<file path="src/rtl/aes_arb_pkg.sv">
`default_nettype none
// ============================================================================
// Module  : aes_arb_pkg
// Brief   : Shared types, widths and index helpers for the AES request arbiter.
// Revision: 1.0 - initial release
// ============================================================================
package aes_arb_pkg;

    localparam int AES_BLK_W = 128;
    localparam int N_REQ     = 2;
    localparam int IDX_W     = (N_REQ > 1) ? $clog2(N_REQ) : 1;

    typedef enum logic [1:0] {
        IDLE = 2'd0,
        RUN  = 2'd1,
        RESP = 2'd2
    } arb_state_e;

    function automatic logic [IDX_W-1:0] onehot_to_idx(input logic [N_REQ-1:0] oh);
        logic [IDX_W-1:0] idx;
        idx = '0;
        for (int i = 0; i < N_REQ; i++) begin
            if (oh[i]) begin
                idx = IDX_W'(i);
            end
        end
        return idx;
    endfunction

    function automatic logic [N_REQ-1:0] idx_to_onehot(input logic [IDX_W-1:0] idx);
        return N_REQ'(1) << idx;
    endfunction

    // With two requesters the successor of the winner is the non-winner.
    function automatic logic [IDX_W-1:0] next_idx(input logic [IDX_W-1:0] idx);
        return (idx == IDX_W'(N_REQ - 1)) ? '0 : idx + IDX_W'(1);
    endfunction

endpackage
`default_nettype wire

</file>
<file path="src/rtl/aes_rr_pick.sv">
`default_nettype none
// ============================================================================
// Module  : aes_rr_pick
// Brief   : Combinational round-robin picker; ptr has priority, then ptr+1, ...
// Revision: 1.0 - initial release
// ============================================================================
module aes_rr_pick
    import aes_arb_pkg::*;
(
    input  logic [N_REQ-1:0] req,
    input  logic [IDX_W-1:0] ptr,
    output logic [N_REQ-1:0] grant
);

    logic [N_REQ-1:0]   req_rot_w;
    logic [N_REQ-1:0]   gnt_rot_w;
    logic [2*N_REQ-1:0] gnt_dbl_w;

    // Rotate so ptr sits at bit 0, take the lowest set bit, rotate back.
    always_comb begin
        req_rot_w = N_REQ'({req, req} >> ptr);
        gnt_rot_w = '0;
        for (int i = N_REQ - 1; i >= 0; i--) begin
            if (req_rot_w[i]) begin
                gnt_rot_w = N_REQ'(1) << i;
            end
        end
        gnt_dbl_w = {gnt_rot_w, gnt_rot_w} << ptr;
        grant     = gnt_dbl_w[2*N_REQ-1:N_REQ];
    end

endmodule
`default_nettype wire

</file>
<file path="src/rtl/aes_req_arbiter.sv">
`default_nettype none
// ============================================================================
// Module  : aes_req_arbiter
// Brief   : Two-requester round-robin front end for a single AES core.
//           Optional RUN timeout enabled by macro AES_ARB_TIMEOUT_EN.
// Revision: 1.0 - initial release
// ============================================================================
module aes_req_arbiter
    import aes_arb_pkg::*;
#(
    parameter int TIMEOUT_CYC = 64
) (
    input  logic                 AES_clk,
    input  logic                 AES_rst,
    input  logic [N_REQ-1:0]     req_valid,
    output logic [N_REQ-1:0]     req_ready,
    input  logic [AES_BLK_W-1:0] req_data_0,
    input  logic [AES_BLK_W-1:0] req_key_0,
    input  logic [AES_BLK_W-1:0] req_data_1,
    input  logic [AES_BLK_W-1:0] req_key_1,
    output logic [N_REQ-1:0]     rsp_valid,
    output logic [AES_BLK_W-1:0] rsp_data,
    output logic                 rsp_err,
    output logic                 AES_en,
    output logic [AES_BLK_W-1:0] AES_data_in,
    output logic [AES_BLK_W-1:0] AES_key_in,
    input  logic [AES_BLK_W-1:0] AES_data_out,
    input  logic                 AES_data_out_valid
);

    arb_state_e             state_q,     state_d;
    logic [IDX_W-1:0]       rr_ptr_q,    rr_ptr_d;
    logic [IDX_W-1:0]       owner_q,     owner_d;
    logic                   aes_en_q,    aes_en_d;
    logic [AES_BLK_W-1:0]   data_in_q,   data_in_d;
    logic [AES_BLK_W-1:0]   key_in_q,    key_in_d;
    logic [N_REQ-1:0]       rsp_valid_q, rsp_valid_d;
    logic [AES_BLK_W-1:0]   rsp_data_q,  rsp_data_d;

    logic [N_REQ-1:0]       grant_w;
    logic [IDX_W-1:0]       grant_idx_w;
    logic                   accept_w;

`ifdef AES_ARB_TIMEOUT_EN
    localparam int               TMO_W    = $clog2(TIMEOUT_CYC + 1);
    localparam logic [TMO_W-1:0] TMO_LAST = TMO_W'(TIMEOUT_CYC - 1);

    logic                   rsp_err_q,   rsp_err_d;
    logic [TMO_W-1:0]       tmo_cnt_q,   tmo_cnt_d;
`else
    // Timeout support is compiled out; keep the parameter referenced.
    logic [31:0]            unused_timeout_cyc;
    assign unused_timeout_cyc = TIMEOUT_CYC;
`endif

    aes_rr_pick u_rr_pick (
        .req   (req_valid),
        .ptr   (rr_ptr_q),
        .grant (grant_w)
    );

    always_comb begin
        req_ready   = '0;
        if (state_q == IDLE && !AES_rst) begin
            req_ready = grant_w;
        end
        grant_idx_w = onehot_to_idx(grant_w);
        accept_w    = |(req_valid & req_ready);
    end

    always_comb begin
        state_d     = state_q;
        rr_ptr_d    = rr_ptr_q;
        owner_d     = owner_q;
        aes_en_d    = aes_en_q;
        data_in_d   = data_in_q;
        key_in_d    = key_in_q;
        rsp_valid_d = '0;
        rsp_data_d  = rsp_data_q;
`ifdef AES_ARB_TIMEOUT_EN
        rsp_err_d   = rsp_err_q;
        tmo_cnt_d   = tmo_cnt_q;
`endif
        unique case (state_q)
            IDLE: begin
                if (accept_w) begin
                    owner_d   = grant_idx_w;
                    rr_ptr_d  = next_idx(grant_idx_w);
                    data_in_d = grant_w[1] ? req_data_1 : req_data_0;
                    key_in_d  = grant_w[1] ? req_key_1  : req_key_0;
                    aes_en_d  = 1'b1;
                    state_d   = RUN;
`ifdef AES_ARB_TIMEOUT_EN
                    tmo_cnt_d = '0;
`endif
                end
            end
            RUN: begin
                // A result arriving on the final timeout cycle still wins.
                if (AES_data_out_valid) begin
                    rsp_valid_d = idx_to_onehot(owner_q);
                    rsp_data_d  = AES_data_out;
                    aes_en_d    = 1'b0;
                    state_d     = RESP;
`ifdef AES_ARB_TIMEOUT_EN
                    rsp_err_d   = 1'b0;
                end else if (tmo_cnt_q == TMO_LAST) begin
                    rsp_valid_d = idx_to_onehot(owner_q);
                    rsp_data_d  = '0;
                    rsp_err_d   = 1'b1;
                    aes_en_d    = 1'b0;
                    state_d     = RESP;
                end else begin
                    tmo_cnt_d   = tmo_cnt_q + TMO_W'(1);
`endif
                end
            end
            RESP: begin
                state_d = IDLE;
            end
            default: begin
                state_d = IDLE;
            end
        endcase
    end

    always_ff @(posedge AES_clk) begin
        if (AES_rst) begin
            state_q     <= IDLE;
            rr_ptr_q    <= '0;
            owner_q     <= '0;
            aes_en_q    <= 1'b0;
            data_in_q   <= '0;
            key_in_q    <= '0;
            rsp_valid_q <= '0;
            rsp_data_q  <= '0;
`ifdef AES_ARB_TIMEOUT_EN
            rsp_err_q   <= 1'b0;
            tmo_cnt_q   <= '0;
`endif
        end else begin
            state_q     <= state_d;
            rr_ptr_q    <= rr_ptr_d;
            owner_q     <= owner_d;
            aes_en_q    <= aes_en_d;
            data_in_q   <= data_in_d;
            key_in_q    <= key_in_d;
            rsp_valid_q <= rsp_valid_d;
            rsp_data_q  <= rsp_data_d;
`ifdef AES_ARB_TIMEOUT_EN
            rsp_err_q   <= rsp_err_d;
            tmo_cnt_q   <= tmo_cnt_d;
`endif
        end
    end

    assign AES_en      = aes_en_q;
    assign AES_data_in = data_in_q;
    assign AES_key_in  = key_in_q;
    assign rsp_valid   = rsp_valid_q;
    assign rsp_data    = rsp_data_q;
`ifdef AES_ARB_TIMEOUT_EN
    assign rsp_err     = rsp_err_q;
`else
    assign rsp_err     = 1'b0;
`endif

endmodule
`default_nettype wire

</file>
<file path="config.mk">
export PLATFORM = sky130hd
export DESIGN_NAME = aes_req_arbiter
export DESIGN_NICKNAME = d
export VERILOG_FILES = /design/src/rtl/aes_arb_pkg.sv /design/src/rtl/aes_rr_pick.sv /design/src/rtl/aes_req_arbiter.sv
export SDC_FILE = /design/constraint.sdc
export NUM_CORES = 1
export LEC_CHECK = 0
export CAP_MARGIN = 30
export CORE_AREA = 2 2 400 402
export CTS_BUF_LIST = sky130_fd_sc_hd__clkbuf_8
export CTS_CLUSTER_SIZE = 25
export DETAILED_ROUTE_END_ITERATION = 10
export DIE_AREA = 0 0 402 404
export GPL_TIMING_DRIVEN = 0
export PLACE_DENSITY_LB_ADDON = 0.25
export SYNTH_ARGS = -nofsm -noshare
export SYNTH_HDL_FRONTEND = slang
export SYNTH_SLANG_ARGS = --single-unit
</file>
<file path="constraint.sdc">
create_clock -name AES_clk -period 2.5 [get_ports AES_clk]
set_input_delay 0.25 -clock AES_clk [delete_from_list [all_inputs] [get_ports AES_clk]]
set_output_delay 0.25 -clock AES_clk [all_outputs]
set_load 0.03 [all_outputs]
</file>
==> qor.csv <==
metric,value,unit
status,finished clean,
synth_top_family_by_area,simple AND/OR/NAND/NOR gates,
clk-insertion-delay-late,0.76,ns
synth_top_area_cell,dfxtp_1,
hold_class,in2reg,
grt_max_degree,12,
layout-drive-gt1-share,0.0752,
fin_crit_sh,0.944,
power.share.clock,0.356,
yosys.area_share.simple,0.230,
cp.required,3.12,ns
cts.path.max_buffers,3,
avgSynthCellArea,9.79,um2
synth_cells,1557,
port_buffers,1032,
cp.arrival,2.98,ns
first_iter_violations,1086,
muxShareOfSynthArea,0,
routed_wl,127000,um
htree_num_levels,3,
rrSetupSlack,0.14,ns
core,158000,um2
setup_violations,0,
dr_total_vias,18800,
drcViolationCount,0,
final_nets,3497,
combPwrFrac,0.279,
cts.sinks,391,
hold_viol,0,
design.die.area,162000,um2
overflow,0,
crit_path_end_kind,flop,
path_clk_slew,0.06,ns
post-dp-hpwl,104000,um
grt_pass1_vias,19600,
synth_area_leaders,"dfxtp_1, a221o_1, nor4b_1",
max_freq,0.424,GHz
synth_seq_cells,391,
area_growth,109,%
critPathKind,reg2reg,
power,19.5,mW
numCtsBuffers,84,
antenna_found_initial,49,
final_util,0.202,
synth_compound_area_frac,0.204,
synth_xor_area_frac,0,
track_usage,0.150,
max_cap_viol_count,0,
swShare,0.339,
worst_pin_slew,0.929,ns
drt-pass1-iter-count,5,
yosysWarnings,0,
cts-root-buf,clkbuf_8,
leakage,10.9,nW
start_util,0.0966,
ys_types,26,
grt_pass1_wl,168000,um
tritoncts,done,
startpoint_type,flop,
final_antenna_net_count,0,
io_pins,1035,
synth-seq-area-share,0.514,
fin_skew,0.0326,ns
drv_slew,0,
n_fill_cell,17500,
num_rows,146,
rsz0062_at_grt,true,
syn_nets,2202,
relSlewSlack,0.381,
place.gp.congestion,0.839,
irDropWorstVdd,0.333,mV
vias_per_cell,3.76,
cp_max_fo,10,
pwr-share-seq,0.365,
switchingPower,6.60,mW
wl_per_cell,25.4,um
netlist.area_leader.share,0.514,
fp.dieW,402,um
die_h,404,um
synth_area,15200,um2
intPower,12.9,mW
synth_fa_ha_area_frac,0,
power_density,612,nW/um2
period_needed,2.36,ns
[state kept, by name (all words and copies together), names as in the netlist]
register / cells
AES_data_in: 128
AES_key_in: 128
rsp_data: 128
rsp_valid: 2
state_q: 2
AES_en: 1
owner_q: 1
rr_ptr_q: 1
[cell usage after synthesis]
cell and instances:
a2111oi_0 1, a211oi_1 1, a21oi_1 156, a221o_1 230, a22oi_1 1, and2_1 2, and3b_1 1, buf_1 15
buf_2 45, buf_4 1, clkbuf_1 133, conb_1 1, dfxtp_1 391, nand2_1 256, nand3b_1 1, nor2_1 5
nor2b_1 1, nor3_1 54, nor3_4 1, nor3b_1 1, nor4_1 26, nor4b_1 230, o22ai_1 1, or2_2 1
or3b_1 1, or3b_2 1
[worst max-delay path: stages, from the launching register on]
cell	delay (ns)
dfxtp_1	0.37
and2_4	0.24
clkbuf_1	0.37
buf_16	0.20
clkbuf_1	0.46
nor4b_2	0.11
buf_2	0.19
a221o_1	0.26
[kinds of logic after synthesis]
group / Yosys count
buf+inv: 194
flops: 391
simple gates: 581
other cells: 1
compound gates: 390
[placed cells by master (no fill, tap or decap), types with 7 or more instances in the layout]
| cell | instances |
|---|---|
| clkdlybuf4s50_1 | 1030 |
| clkinv_2 | 7 |
| nor4b_2 | 8 |
| diode_2 | 15 |
| buf_2 | 45 |
| buf_1 | 11 |
| clkbuf_1 | 117 |
| a21oi_1 | 155 |
| nand2_1 | 256 |
| nor3_1 | 53 |
| buf_4 | 14 |
| a221o_1 | 230 |
| inv_1 | 38 |
| dlygate4sd3_1 | 151 |
| nor4b_1 | 221 |
| dfxtp_1 | 389 |
| buf_8 | 11 |
| nor4_1 | 26 |
| clkbuf_2 | 11 |
| clkbuf_8 | 97 |
[cell type report]
type | count | area (um2) | share of cell area
Antenna cell | 15 | 37.5 | 0.00118
Clock inverter | 50 | 249 | 0.00782
Clock buffer | 96 | 1320 | 0.0415
Sequential cell | 391 | 7840 | 0.246
Buffer | 188 | 833 | 0.0262
Timing Repair Buffer | 1215 | 12300 | 0.385
Multi-Input combinational cell | 972 | 6710 | 0.211
Tap cell | 2072 | 2590 | 0.0814
[stage by stage]
step | area (um2) | hold slack (ns) | instances | TNS (ns) | setup WS [ns]
2_1_floorplan | 15200 | 0.368 | 1557 | 0 | 0.154
3_3_place_gp | 28200 | 0.442 | 4661 | -480.74 | -1.87
3_5_place_dp | 28500 | 0.446 | 4684 | -211.01 | -1.52
4_1_cts | 31900 | 0.000417 | 4985 | -0.223 | -0.113
5_1_grt | 31800 | 0.0253 | 4994 | -0.0127 | -0.0127
6_report | 31900 | 0.126 | 4999 | 0 | 0.141
[metal layers]
| metal | vias up | wire [um] | part of all wire | GRT usage |
|---|---|---|---|---|
| met5 | - | 94 | 0.00074 | 0 |
| met4 | 14 | 4610 | 0.036 | 0.0554 |
| met3 | 200 | 9990 | 0.079 | 0.0507 |
| met2 | 846 | 60100 | 0.47 | 0.249 |
| met1 | 9094 | 52400 | 0.41 | 0.179 |
| li1 | 8645 | - | - | - |
[power groups by stage]
stage / combinational [mW] / clock [mW] / sequential (mW)
finish: 5.44 / 6.94 / 7.11
global route: 5.74 / 7.51 / 7.16
CTS: 5.54 / 7.27 / 7.10
detailed placement: 5.24 / 0 / 7.22
global placement: 5.20 / 0 / 7.22
floorplan: 1.16 / 0 / 8.16
[worst paths after layout]
path                             start                      endpoint  cells past startpoint
min reg2reg  rsp_data[98]$_SDFFE_PP0P_     rsp_data[98]$_SDFFE_PP0P_                      2
min                     req_key_1[103]  AES_key_in[103]$_SDFFE_PP0P_                      2
max              rr_ptr_q$_SDFFE_PP0P_   AES_key_in[34]$_SDFFE_PP0P_                      7
max reg2reg      rr_ptr_q$_SDFFE_PP0P_   AES_key_in[34]$_SDFFE_PP0P_                      7
[what timing repair did]
action	4_1_cts	5_1_grt
setup buffers	8	2
pin swaps	3	2
endpoints found under the setup margin	259	48
hold buffers	151	0
cloned	0	0
hold endpoints to repair	151	0
gates resized for setup	66	7
Note: power is estimated with default switching activity, not from simulation.
